## src/rtl/nl_out_vc_allocator_pkg.sv

```systemverilog
// ---------------------------------------------------------------------------
// nl_out_vc_allocator_pkg
//   Shared helpers for the output-port VC allocator slice.
//   - clog2_min1 : pointer width for an n-entry round-robin (never below 1).
//   - oh2bin     : one-hot to binary index, for vectors up to OH_MAX_W bits.
// ---------------------------------------------------------------------------
package nl_out_vc_allocator_pkg;

    localparam int OH_MAX_W = 64;
    localparam int OH_BIN_W = 6;

    // Width of a pointer that addresses n entries; a 1-entry space still needs a bit.
    function automatic int clog2_min1(input int n);
        int w;
        if (n <= 2) begin
            w = 1;
        end else begin
            w = $clog2(n);
        end
        return w;
    endfunction

    // One-hot to binary. OR-ing the indices of set bits yields the index for a
    // one-hot input and zero for an all-zero input.
    function automatic logic [OH_BIN_W-1:0] oh2bin(input logic [OH_MAX_W-1:0] oh);
        logic [OH_BIN_W-1:0] b;
        b = {OH_BIN_W{1'b0}};
        for (int i = 0; i < OH_MAX_W; i++) begin
            if (oh[i]) begin
                b = b | OH_BIN_W'(i);
            end else begin
                b = b;
            end
        end
        return b;
    endfunction

endpackage

```

## src/rtl/nl_out_vc_allocator_rr_arbiter.sv

```systemverilog
// ---------------------------------------------------------------------------
// nl_rr_arbiter
//   Round-robin arbiter. The search starts at the internal pointer and runs
//   ascending with wrap; the pointer moves to winner+1 (wrapping at n-1) only
//   when update is high. The grant is combinational; the caller registers it.
//   Ports:
//     clk, rst_n : clock, synchronous active-low reset (pointer -> 0)
//     request[n] : competing requests
//     update     : commit the current winner and advance the pointer
//     grant[n]   : one-hot winner, zero when no request
// ---------------------------------------------------------------------------
module nl_rr_arbiter
    import nl_out_vc_allocator_pkg::*;
#(
    parameter int n = 4
) (
    input  logic         clk,
    input  logic         rst_n,
    input  logic [n-1:0] request,
    input  logic         update,
    output logic [n-1:0] grant
);

    localparam int PW = clog2_min1(n);

    logic [PW-1:0]       ptr_q;
    logic [PW-1:0]       ptr_d;
    logic [n-1:0]        grant_s;
    logic                found_s;
    logic [OH_MAX_W-1:0] oh_ext_s;
    logic [OH_BIN_W-1:0] winner_bin_s;

    // Two passes: first from the pointer up to n-1, then from 0 below the pointer.
    always_comb begin
        grant_s = {n{1'b0}};
        found_s = 1'b0;
        for (int i = 0; i < n; i++) begin
            if (!found_s && request[i] && (i >= int'(ptr_q))) begin
                grant_s[i] = 1'b1;
                found_s    = 1'b1;
            end else begin
                found_s = found_s;
            end
        end
        for (int i = 0; i < n; i++) begin
            if (!found_s && request[i] && (i < int'(ptr_q))) begin
                grant_s[i] = 1'b1;
                found_s    = 1'b1;
            end else begin
                found_s = found_s;
            end
        end
    end

    // Next pointer: winner+1 with an explicit wrap at n-1, held without update.
    always_comb begin
        oh_ext_s          = {OH_MAX_W{1'b0}};
        oh_ext_s[n-1:0]   = grant_s;
        winner_bin_s      = oh2bin(oh_ext_s);
        ptr_d             = ptr_q;
        if (update) begin
            if (winner_bin_s == OH_BIN_W'(n - 1)) begin
                ptr_d = {PW{1'b0}};
            end else begin
                ptr_d = PW'(winner_bin_s + 6'd1);
            end
        end else begin
            ptr_d = ptr_q;
        end
    end

    // Pointer register.
    always_ff @(posedge clk) begin
        if (!rst_n) begin
            ptr_q <= {PW{1'b0}};
        end else begin
            ptr_q <= ptr_d;
        end
    end

    assign grant = grant_s;

endmodule

```

## src/rtl/nl_out_vc_allocator.sv

```systemverilog
// ---------------------------------------------------------------------------
// nl_out_vc_allocator
//   Per-output-port VC allocator. Each cycle picks one requesting input VC and
//   one free downstream VC (both round-robin) and registers the binding.
//   Ports:
//     clk, rst_n       : clock, synchronous active-low reset
//     req              : input VCs requesting this output port
//     vc_alloc_status  : free-pool view of usable downstream VCs
//     grant            : registered one-hot winning requester
//     grant_vc         : registered one-hot downstream VC bound to grant
//     grant_valid      : registered OR of grant
//     vc_allocated     : to the free pool, same as grant_vc
// ---------------------------------------------------------------------------
module nl_out_vc_allocator
    import nl_out_vc_allocator_pkg::*;
#(
    parameter int num_reqs       = 20,
    parameter int num_vcs_global = 4,
    parameter int num_vcs_local  = 4
) (
    input  logic                      clk,
    input  logic                      rst_n,
    input  logic [num_reqs-1:0]       req,
    input  logic [num_vcs_global-1:0] vc_alloc_status,
    output logic [num_reqs-1:0]       grant,
    output logic [num_vcs_global-1:0] grant_vc,
    output logic                      grant_valid,
    output logic [num_vcs_global-1:0] vc_allocated
);

    logic [num_reqs-1:0]       grant_q;
    logic [num_reqs-1:0]       grant_d;
    logic [num_vcs_global-1:0] grant_vc_q;
    logic [num_vcs_global-1:0] grant_vc_d;
    logic                      grant_valid_q;
    logic                      grant_valid_d;

    logic [num_vcs_global-1:0] local_mask_s;
    logic [num_reqs-1:0]       req_elig_s;
    logic [num_vcs_global-1:0] vc_elig_s;
    logic [num_reqs-1:0]       req_win_s;
    logic [num_vcs_global-1:0] vc_win_s;
    logic                      grant_en_s;

    // VCs at or above num_vcs_local do not exist at this port.
    always_comb begin
        local_mask_s = {num_vcs_global{1'b0}};
        for (int v = 0; v < num_vcs_global; v++) begin
            if (v < num_vcs_local) begin
                local_mask_s[v] = 1'b1;
            end else begin
                local_mask_s[v] = 1'b0;
            end
        end
    end

    // The requester just granted still shows req this cycle, and the pool
    // clears the VC one edge after vc_allocated, so both are masked for one cycle.
    always_comb begin
        req_elig_s = req & ~grant_q;
        vc_elig_s  = vc_alloc_status & ~grant_vc_q & local_mask_s;
    end

    nl_rr_arbiter #(
        .n (num_reqs)
    ) u_req_arb (
        .clk     (clk),
        .rst_n   (rst_n),
        .request (req_elig_s),
        .update  (grant_en_s),
        .grant   (req_win_s)
    );

    nl_rr_arbiter #(
        .n (num_vcs_global)
    ) u_vc_arb (
        .clk     (clk),
        .rst_n   (rst_n),
        .request (vc_elig_s),
        .update  (grant_en_s),
        .grant   (vc_win_s)
    );

    // A grant needs both a requester and a VC; otherwise outputs register to zero.
    always_comb begin
        grant_en_s    = (|req_win_s) & (|vc_win_s);
        grant_d       = {num_reqs{1'b0}};
        grant_vc_d    = {num_vcs_global{1'b0}};
        grant_valid_d = 1'b0;
        if (grant_en_s) begin
            grant_d       = req_win_s;
            grant_vc_d    = vc_win_s;
            grant_valid_d = 1'b1;
        end else begin
            grant_valid_d = 1'b0;
        end
    end

    // Output registers; reset dominates any grant being formed.
    always_ff @(posedge clk) begin
        if (!rst_n) begin
            grant_q       <= {num_reqs{1'b0}};
            grant_vc_q    <= {num_vcs_global{1'b0}};
            grant_valid_q <= 1'b0;
        end else begin
            grant_q       <= grant_d;
            grant_vc_q    <= grant_vc_d;
            grant_valid_q <= grant_valid_d;
        end
    end

    assign grant        = grant_q;
    assign grant_vc     = grant_vc_q;
    assign grant_valid  = grant_valid_q;
    assign vc_allocated = grant_vc_q;

endmodule

```

## config.mk

```make
export PLATFORM = sky130hd
export DESIGN_NAME = nl_out_vc_allocator
export DESIGN_NICKNAME = d
export VERILOG_FILES = /design/src/rtl/nl_out_vc_allocator_pkg.sv /design/src/rtl/nl_out_vc_allocator_rr_arbiter.sv /design/src/rtl/nl_out_vc_allocator.sv
export SDC_FILE = /design/constraint.sdc
export NUM_CORES = 1
export LEC_CHECK = 0
export ABC_CLOCK_PERIOD_IN_PS = 9150
export CORE_UTILIZATION = 33
export CTS_BUF_LIST = sky130_fd_sc_hd__clkbuf_4 sky130_fd_sc_hd__clkbuf_8
export DETAILED_ROUTE_END_ITERATION = 7
export DONT_BUFFER_PORTS = 1
export GPL_TIMING_DRIVEN = 0
export PLACE_DENSITY_LB_ADDON = 0.2
export SKIP_LAST_GASP = 1
export SYNTH_ARGS = -nofsm -noshare
export SYNTH_HDL_FRONTEND = slang
export SYNTH_HIERARCHICAL = 1
export SYNTH_SLANG_ARGS = --single-unit
```

## constraint.sdc

```tcl
create_clock -name clk -period 9.15 [get_ports clk]
set_clock_uncertainty 0.05 [all_clocks]
set_input_delay 2.745 -clock clk [delete_from_list [all_inputs] [get_ports clk]]
set_output_delay 2.745 -clock clk [all_outputs]
set_load 0.005 [all_outputs]
```

==> impl_results.md <==
- Status: finished, final reports clean
- Reg clk slew, reported paths: 0.07 ns
- Clk_lat worst skew: 0.30 ns
- CTS max path bufs: 2
- Setup crit end kind: register
- Max Slew Vio Count: 0
- Fraction of registers with async set/reset: 0%
- Commonest cells after routing, fill and taps aside: nand2_1 (42), nor2b_1 (33), dfxtp_1 (32)
- GPL Wtd Cong: 0.913
- YS warnings: 6
- Detailed placer's ending HPWL: 6.72 mm
- Core ar.: 7890 um^2
- ANT nets after route: 0
- Cell Pwr Density: 232 nW/um^2
- Crit path kind: primary input to register
- Die span in y: 93.4 um
- First-pass GRT wire length: between 10 and 15 mm
- Die Area: 8730 um^2
- Achievable Freq: 146 MHz
- Largest net degree at the start of global routing: 14
- Final WL: 8.83 mm
- Max H-tree Level: 2
- CP max FO: 11
- Pleak: 0.00114 uW
- Fin crit share: 74.7%
- Starting density of the core: 35.0%
- Worst min path class: register to register
- DRT Pass-1 Iters: 5
- Initial DRC count: 321
- Post-CTS Hold Buffers: 0
- Synth top area share: 23.2%
- N_diodes: 0
- Post-Synthesis Cells: around 370
- Setup WS pre-CTS: 2.12 ns
- MaxCap Viol Count: 0
- Main synth FF type: dfxtp_1
- Post-synth EDFFs: 0
- IO Pins: 55
- Post-route setup slack: between 2 and 2.5 ns
- Port Buffers: 0
- Worst VDD drop: 118 uV
- Worst-Margin Slew: 1.18 ns
- Commonest non-fill, non-tap cell in the layout: nand2_1
- GR Overflow Total: 0
- Layout area overhead: 7.80%
- CTS sink count: 32
- Post-DR wirelength/cell: 18.5 um
- WP data required: about 9.3 ns
- Num CTS Buffers: 5
- Setup violations, final: 0
- Postcts setup bufs: 0
- Initial antenna violation count: 0
- Slew margin rel.: 20.4%
- Critical path arrival: roughly 7 ns
- Synthesized area: 2760 um^2
- RSZ-0062 raised after global routing: no
- Layout cells sized above 1: around an eighth
- Final Hold Fails: 0
- Fin Hold WS: 0.551 ns
- Filler cell count: slightly above 800
- Total track usage: approximately a fifth
- Clock root buffer: clkbuf_8
- Crit path time final: 6.83 ns
- Avg Cell Area, Syn: 7.52 um^2
- Detailed-route DRC error count: 0
- CTS tree: built
- Yosys reg bits: 32
- Number of global-route vias before repair: roughly 2600
- Total power: just under 700 uW
- Chip width: 93.4 um
- Cell variety after synth: 81
- Leading area contributor after synthesis: dfxtp_1
- Sequential fraction of the synthesis area: a little under a quarter
- Synth top area cells: dfxtp_1 (23%), nor2b_1 (7.5%), and2_1 (6.6%)
- Sequential Area: around 640 um^2
- Syn Nets: 394
- Vias per Instance: ~6
- Setup TNS: 0 ns
- Post_cts resized: 0
- DR vias: 2943
- Num rows: 32
- Area of the multi-input gates: between 1500 and 2000 um^2
- Worst setup SP type: primary input
- Final nets: 401
==> synthesized netlist by cell type, drive strengths merged, types with 4 or more instances <==
master	instances
or2	4
o31ai	5
clkbuf	5
nor2	22
inv	14
nand3	7
o211ai	4
a21oi	21
nor3b	6
nor4	7
a211oi	7
buf	16
nand4	5
o21ai	20
nor2b	33
nand2	43
or4	6
and2	29
nor3	10
dfxtp	32
==> worst paths after layout <==
kind | depth (start not counted) | start | slack [ns] | end
setup / recovery | 14 | req[1] | 2.32 | u_req_arb/ptr_q[2]
hold / removal | 2 | u_vc_arb/ptr_q[0] | 0.55 | u_vc_arb/ptr_q[0]
setup reg to reg | 14 | u_req_arb/ptr_q[1] | 4.21 | u_req_arb/ptr_q[2]
hold reg to reg | 2 | u_vc_arb/ptr_q[0] | 0.55 | u_vc_arb/ptr_q[0]
==> registers in the layout (all words and copies together) (netlist names) <==
| signal | flops |
|---|---|
| grant_valid | 1 |
| grant | 20 |
| grant_vc | 4 |
| u_vc_arb/ptr_q | 2 |
| u_req_arb/ptr_q | 5 |
==> stage by stage <==
stage	cells	utilization, %	instance area (um^2)
floorplan	367	-	2760
global route	477	37.7	2970
finish	477	37.7	2970
detailed placement	469	36.6	2890
CTS	477	37.7	2970
global placement	469	36.6	2890
==> worst max-delay path: stages <==
cell and delay, ns:
nor2b_1 0.16, nor2_1 0.12, nor2_1 0.06, o31ai_1 0.97, nand4_1 0.41, o32ai_1 0.56
nor4_1 0.16, and3_1 0.21, clkbuf_1 0.17, a21oi_1 0.64, nor2b_1 0.18, nand2_1 0.16
nor4b_1 0.31, a211oi_2 0.08
==> per-layer routing <==
| metal | vias up | GRT usage, % | part of all wire [%] |
|---|---|---|---|
| met5 | - | 0 | 0 |
| met4 | 0 | 7.82 | 2.8 |
| met3 | 23 | 5.12 | 9.3 |
| met2 | 177 | 31.2 | 43 |
| met1 | 1371 | 28.3 | 44 |
| li1 | 1372 | - | - |
==> power breakdown <==
part           switching (uW)  leakage [uW]  internal, uW  total [uW]
Clock                    60.4     0.0000479          53.0         113
Combinational             256      0.000835           144         400
Sequential               17.2      0.000260           160         177
==> kinds of logic (layout without fill, tap and decap cells) <==
kind of cell | count (synthesis) | in the layout | share of synthesized area, %
AND/OR/NAND/NOR | 196 | 196 | 42.6
buffers and inverters | 35 | 43 | 6.30
multiplexers | 1 | 1 | 0.363
AO/OA/AOI/OAI | 102 | 102 | 27.0
adder cells (fa/ha/maj) | 1 | 1 | 0.453
flip-flops | 32 | 32 | 23.2
==> area by class of cell <==
type                    instances  area share [%]
multi-input cells             300            65.4
flip-flops and latches         32            21.5
well taps                     102            4.29
plain buffers                  21            4.08
clock buffers                   5            2.31
inverters                      14            1.77
clock inverters                 3           0.631
Power figures use the tool's default switching activity.
